`config.mk`:
```
export PLATFORM = sky130hd
export DESIGN_NAME = cpu_control_fsm
export DESIGN_NICKNAME = d
export VERILOG_FILES = /design/src/rtl/cpu_control_fsm.sv
export SDC_FILE = /design/constraint.sdc
export NUM_CORES = 1
export LEC_CHECK = 0
export ABC_CLOCK_PERIOD_IN_PS = 1700
export CAP_MARGIN = 15
export CELL_PAD_IN_SITES_DETAIL_PLACEMENT = 0
export CELL_PAD_IN_SITES_GLOBAL_PLACEMENT = 1
export CORE_ASPECT_RATIO = 0.75
export CORE_MARGIN = 5
export CORE_UTILIZATION = 31
export DETAILED_ROUTE_END_ITERATION = 16
export PLACE_DENSITY_LB_ADDON = 0.12
export SETUP_SLACK_MARGIN = 0.3
export SLEW_MARGIN = 0
export SYNTH_ARGS = -nofsm -noshare
export SYNTH_HDL_FRONTEND = slang
export SYNTH_SLANG_ARGS = --single-unit
```
`constraint.sdc`:
```
create_clock -name clock -period 1.7 [get_ports clock]
set_input_delay 0.425 -clock clock [delete_from_list [all_inputs] [get_ports clock]]
set_output_delay 0.425 -clock clock [all_outputs]
set_load 0.02 [all_outputs]
```
`src/rtl/cpu_control_fsm.sv`:
```
// Multi-cycle control sequencer for a 16x16 register file and an external
// combinational ALU. Accepts one instruction per valid/ready handshake and
// steps it through DECODE, EXEC and WRITE. It counts each retired instruction.
module cpu_control_fsm #(
  parameter int DATA_W = 16,
  parameter int ADDR_W = 4,
  parameter int CNT_W  = 16
) (
  input  logic              clock,
  input  logic              reset,
  input  logic              instr_valid,
  output logic              instr_ready,
  input  logic [15:0]       instr,
  input  logic [DATA_W-1:0] alu_result,
  output logic [2:0]        alu_op,
  output logic [ADDR_W-1:0] read_reg_addr_1,
  output logic [ADDR_W-1:0] read_reg_addr_2,
  output logic              regWrite,
  output logic [ADDR_W-1:0] write_reg_addr,
  output logic [DATA_W-1:0] write_data,
  output logic              done,
  output logic              illegal,
  output logic              halted,
  output logic [CNT_W-1:0]  retired_cnt
);

  typedef enum logic [2:0] {
    S_IDLE   = 3'd0,
    S_DECODE = 3'd1,
    S_EXEC   = 3'd2,
    S_WRITE  = 3'd3,
    S_HALTED = 3'd4
  } state_t;

  localparam logic [3:0] OP_NOP  = 4'h0;
  localparam logic [3:0] OP_LDI  = 4'h1;
  localparam logic [3:0] OP_ADD  = 4'h2;
  localparam logic [3:0] OP_SUB  = 4'h3;
  localparam logic [3:0] OP_AND  = 4'h4;
  localparam logic [3:0] OP_OR   = 4'h5;
  localparam logic [3:0] OP_XOR  = 4'h6;
  localparam logic [3:0] OP_MOV  = 4'h7;
  localparam logic [3:0] OP_HALT = 4'hF;

  state_t              state_q, state_d;
  logic [15:0]         ir_q, ir_d;
  logic [DATA_W-1:0]   result_q, result_d;
  logic [ADDR_W-1:0]   wr_addr_q, wr_addr_d;
  logic [CNT_W-1:0]    cnt_q, cnt_d;

  logic [3:0] ir_op;
  assign ir_op = ir_q[15:12];

  // Map an ALU-class opcode onto the external ALU's operation code.
  function automatic logic [2:0] alu_code(input logic [3:0] op);
    case (op)
      OP_ADD:  alu_code = 3'd0;
      OP_SUB:  alu_code = 3'd1;
      OP_AND:  alu_code = 3'd2;
      OP_OR:   alu_code = 3'd3;
      OP_XOR:  alu_code = 3'd4;
      OP_MOV:  alu_code = 3'd5;
      default: alu_code = 3'd0;
    endcase
  endfunction

  // State, instruction, result, write-index and counter registers.
  always_ff @(posedge clock or negedge reset) begin
    if (!reset) begin
      state_q   <= S_IDLE;
      ir_q      <= '0;
      result_q  <= '0;
      wr_addr_q <= '0;
      cnt_q     <= '0;
    end else begin
      state_q   <= state_d;
      ir_q      <= ir_d;
      result_q  <= result_d;
      wr_addr_q <= wr_addr_d;
      cnt_q     <= cnt_d;
    end
  end

  // Next-state sequencing plus the done/illegal pulses and the ALU opcode.
  always_comb begin
    state_d   = state_q;
    ir_d      = ir_q;
    result_d  = result_q;
    wr_addr_d = wr_addr_q;
    done      = 1'b0;
    illegal   = 1'b0;
    alu_op    = 3'd0;
    case (state_q)
      S_IDLE: begin
        if (instr_valid) begin
          ir_d    = instr;
          state_d = S_DECODE;
        end
      end
      S_DECODE: begin
        case (ir_op)
          OP_NOP: begin
            done    = 1'b1;
            state_d = S_IDLE;
          end
          OP_LDI: begin
            result_d  = DATA_W'(ir_q[7:0]);
            wr_addr_d = ADDR_W'(ir_q[11:8]);
            state_d   = S_WRITE;
          end
          OP_ADD, OP_SUB, OP_AND, OP_OR, OP_XOR, OP_MOV: state_d = S_EXEC;
          OP_HALT: state_d = S_HALTED;
          default: begin
            illegal = 1'b1;
            state_d = S_IDLE;
          end
        endcase
      end
      S_EXEC: begin
        alu_op    = alu_code(ir_op);
        result_d  = alu_result;
        wr_addr_d = ADDR_W'(ir_q[11:8]);
        state_d   = S_WRITE;
      end
      S_WRITE: begin
        done    = 1'b1;
        state_d = S_IDLE;
      end
      S_HALTED: state_d = S_HALTED;
      default:  state_d = S_IDLE;
    endcase
    // Retired count advances on the same edge that ends a done cycle.
    cnt_d = cnt_q + CNT_W'(done);
  end

  // Read indices come straight from IR so they are stable through DECODE and EXEC;
  // ready is masked while reset is held so every output reads 0 during reset.
  assign instr_ready     = (state_q == S_IDLE) && reset;
  assign halted          = (state_q == S_HALTED);
  assign regWrite        = (state_q == S_WRITE);
  assign read_reg_addr_1 = ADDR_W'(ir_q[7:4]);
  assign read_reg_addr_2 = ADDR_W'(ir_q[3:0]);
  assign write_reg_addr  = wr_addr_q;
  assign write_data      = result_q;
  assign retired_cnt     = cnt_q;

endmodule
```
======== After elaboration in Yosys (flattened, before gate mapping) ========
Index checks and enable logic that the tools add are counted.
cells by class
  reductions and logical operators ........ 8
  muxes and demuxes ....................... 13
  add/subtract/negate cells ............... 1
  equality and inequality tests ........... 14
operators by type and width
  kind                                           number
  case mux 16 bit (2 select lines)               1
  adder 16 x 1 -> 16 bit                         1
  == test 4 x 3 -> 1 bit, second input constant  4
  2-to-1 mux 16 bit                              1
  case mux 3 bit (5 select lines)                1
  case mux 3 bit (4 select lines)                1
  case mux 3 bit (3 select lines)                1
  OR reduction 9 bit                             1
  == test 4 x 2 -> 1 bit, second input constant  2
  case mux 4 bit (2 select lines)                1
  == test 3 x 2 -> 1 bit, second input constant  2
  2-to-1 mux 3 bit                               2
  OR reduction 6 bit                             1
  == test 4 x 1 -> 1 bit, second input constant  1
  == test 4 bit, second input constant           1
  logical NOT 4 bit                              1
  2-to-1 mux 4 bit                               1
  inequality test 2 bit, second input constant   2
  AND reduction 2 bit                            2
  == test 3 x 1 -> 1 bit, second input constant  1
  == test 3 bit, second input constant           1
  logical NOT 3 bit                              1
  2-to-1 mux 1 bit                               3
  case mux 1 bit (2 select lines)                1
  other kinds (2)                                2
word-level totals
  word-level logic and storage cells ...... 41
  register bits ........................... 55
  output and inout port bits .............. 52
  bits of input ports ..................... 35

======== Longest topological paths before layout ========
Gate-level depths: netlist of run 1.
  depth after elaboration ................. 4
  depth in mapped cells ................... 9
  depth with buffers taken out ............ 8

======== Worst setup path before layout of run 1 ========
No wires, ideal clock.
  path type ............................... register -> output
  start ................................... register state_q[1]
  end ..................................... output port alu_op[1]
  data required time ...................... 1.275 ns
  data arrival time ....................... 1.811 ns
  slack ................................... -0.536 ns
  buffers on the path ..................... 2
  cell stages (with the launch flop) ...... 6
  cells stage by stage .................... dfrtp_1 > buf_2 > inv_2 > or3_1 > buf_2 > nor4b_1
between the ends
  cells in the longest elaborated chain, start to end .. 2
RTL lines
  item                    RTL line  RTL
  from (decl)             45        state_t state_q, state_d;
  from (signal assigned)  76        state_q <= state_d;
  == test 3 x 2 -> 1 bit  93        case (state_q)
  2-to-1 mux 3 bit        93
  to (decl)               15        output logic [2:0] alu_op,
No other way between the ends.

======== Worst setup path in the final report of run 1 ========
  start ................................... register state_q[2]
  end ..................................... output port alu_op[0]
Same word-level chain as after synthesis.

==> results of run 1 <==
-- where the power goes --
group / internal (uW) / switching (uW) / total (uW) / leakage [uW]
logic: 1950 / 1930 / 3880 / 0.00121
clock network: 372 / 431 / 802 / 0.0000505
registers: 1840 / 353 / 2190 / 0.000677
-- routing by layer --
layer / track usage, % / wire, um / up-vias
met1: 20.7 / 3400 / 1001
met5: 0 / 0 / -
met4: 2.73 / 44 / 0
li1: - / - / 960
met2: 23.6 / 3260 / 49
met3: 3.70 / 318 / 5
-- worst max-delay path by stage --
stage / from / endpoint / slack, ps / cells past startpoint
2_1_floorplan: ir_q[14] / retired_cnt[12] / -160 / 8
3_3_place_gp: state_q[2] / alu_op[0] / -480 / 4
3_5_place_dp: state_q[2] / alu_op[0] / -500 / 4
4_1_cts: state_q[2] / alu_op[0] / -300 / 4
5_1_grt: state_q[2] / alu_op[0] / -330 / 4
6_report: state_q[2] / alu_op[0] / -280 / 4
-- per-stage QoR --
stage                     utilization (%)  setup slack, ps  hold WS [ps]
after floorplan                         -             -158           129
after global placement               46.5             -482           461
after detailed placement             46.5             -504           467
after CTS                            52.9             -296           309
after global routing                 53.0             -331           332
final                                53.0             -278           265
-- synth_stat cells --
master    count
dfrtp_1      55
nand2_1      22
mux2_2       15
nor2_1       14
xnor2_1      12
buf_4        10
a21oi_1       9
nand3_1       9
mux2i_1       8
and3_1        6
o21ai_0       6
buf_2         5
and2_1        4
mux2_1        4
nor3_1        4
o21ai_1       4
ha_1          3
buf_6         2
xor2_1        2
a31oi_1       1
and4_1        1
clkbuf_1      1
inv_1         1
inv_2         1
nand2b_1      1
nand4_1       1
nor2_2        1
nor3_2        1
nor3b_1       1
nor3b_2       1
nor4b_1       1
nor4b_2       1
o21bai_1      1
o41ai_1       1
or3_1         1
-- flip-flops by register name, summed over array words and instances (netlist names) --
| register | cells |
|---|---|
| ir_q | 16 |
| retired_cnt | 16 |
| write_data | 16 |
| write_reg_addr | 4 |
| state_q | 3 |
-- area by class of cell --
class,instances,area share (%)
clock buffer,7,2.34
clock inverter,1,0.182
inverter,2,0.243
multi-input combinational,135,31.9
sequential,55,33.4
tap,105,3.19
timing repair buffer,140,28.8
-- what timing repair did --
action                                  CTS  global route
gates cloned                              2             0
endpoints found under the setup margin  102            79
gates resized for setup                 283            34
buffers inserted                         18             7
hold buffers                              0             0
pin swaps                                25            16
endpoints found under the hold margin     0             0
-- worst register-to-register path, cell delays in order (launching register included) --
cell,delay [ps]
dfrtp_1,390
buf_4,130
buf_6,110
nand2b_4,160
nor2_4,150
buf_6,110
ha_4,150
buf_6,100
buf_6,90
ha_4,120
buf_4,100
xor2_1,200
-- kinds of logic (layout without fill, tap and decap cells) --
family	Yosys count	in the layout	share of synthesized area, %
flip-flops	55	55	56.6
XOR/XNOR	14	14	5.04
AO/OA/AOI/OAI	22	22	4.84
buffers and inverters	20	150	5.50
AND/OR/NAND/NOR	69	69	14.4
adder cells (fa/ha/maj)	3	3	1.54
multiplexers	27	27	12.1
==> flow_summary.ini, run 1 <==
[status]
status = complete, but fails checks
violations = setup timing

[synth]
synth_cell_type_count = 35
syn_inst = 210
synth.yosys.warnings = 0
yosys.area.top_type_share_pct = 56.6
synth_nets = 248
avgSynthCellArea_um2 = 11.6
synthTopCellsByArea = dfrtp_1 (57%), mux2_2 (6.9%), xnor2_1 (4.3%)
yosysTopAreaCell = dfrtp_1
ys_ff_latch = 55
mappedNetlistArea_um2 = 2430
yosysSeqAreaShare_pct = 56.6

[clocking]
clk_pin_slew_ps = 100
cts.path.max_buffers = 2
clk_latency_ps = 300
clock_sinks = 55
tritoncts = built
cts_max_level = 2
cts-root-buf = clkbuf_8
cts_inserted_buffers = 5

[critical_path]
slowest_stage = or3_4
start_kind = flop
crit_top_cell = buf_6
cp_num_buf_inv = 2
crit_family = simple AND/OR/NAND/NOR gates
cp.required_ps = 1270
critical-path-max-stage-delay_ps = 420
worstReg2RegStart = state_q[2]
crit_fanout = 4
worst-r2r-setup-slack_ps = -200
reg2reg_to = retired_cnt[2]
critPathArrivalTime_ps = 1550
r2r_cells = 11
endpoint_kind = primary output
path_class = reg2out
path_cells = or3_4 > buf_6 > nor3_4 > buf_6

[drt]
dr.pass1.iters = 4
drt-vias-per-instance = 4.53
antenna_left = 0
finalWirelength_um = 7030
drc_errors = 0
drt_iter0_markers = 37
wl_per_cell_um = 15.8
vias = 2015

[place]
placed_area_um2 = 3620
globalplace.congestion = 0.813
dp.cells = 410
hpwl_um = 4520
portBuffers = 86

[layout]
drive_gt1_share_pct = 54.4
final_cell_mix = dfrtp_1 (53), buf_2 (45), buf_4 (36)
syn2layout_area_growth_pct = 69.5
diodes = 0
fin_nets = 377
regArea_um2 = 1380
nFillCells = 732
final_cell_count_no_fill = 445
final_common_cell = dfrtp_1
multi_input_area_um2 = 1310
stdcell_area_um2 = 4120

[sta]
finalSetupViolations = 39
rsz0062_at_grt = true
layout_setup_ws_ps = -278
finalHoldViolCount = 0
finClkSkew_ps = 9.41
worst_slew_pin_slew_ps = 721
timing.final.max_slew_violations = 0
fin_crit_sh_pct = 116
fmax_ghz = 0.506
period_needed_ps = 1980
relSlewSlack_pct = 51.9
tns_ps = -3080

[grt]
grt_pass1_wl_um = 11400
antenna_found_initial = 0
grt_start_max_net_pins = 56
grt_usage_pct = 14.8
grt.overflow.total = 0
grt_pass1_vias = 2203

[hold_path]
hold_class = in2async

[floorplanning]
ios = 87
rows = 28
die_w_um = 112
dieArea_um2 = 9740
coreArea_um2 = 7780
start_util_pct = 31.3
fp.dieH_um = 86.7

[power]
ir_drop_mv = 0.952
power.total_uw = 6870
p_leak_uw = 0.00194
pwr_density_cell_nw_per_um2 = 1670

[run]
cap_viol_max_count = 0
No activity file was read; power rests on OpenSTA's default activity.
==> run 2: changes to the inputs <==
--- a/config.mk
+++ b/config.mk
@@ -12,6 +12,7 @@
 export CORE_ASPECT_RATIO = 0.75
 export CORE_MARGIN = 5
 export CORE_UTILIZATION = 31
+export CTS_CLUSTER_DIAMETER = 60
 export DETAILED_ROUTE_END_ITERATION = 16
 export PLACE_DENSITY_LB_ADDON = 0.12
 export SETUP_SLACK_MARGIN = 0.3
==> results of run 2 <==
The final DEF is identical to that of run 1; final timing and power are the same.
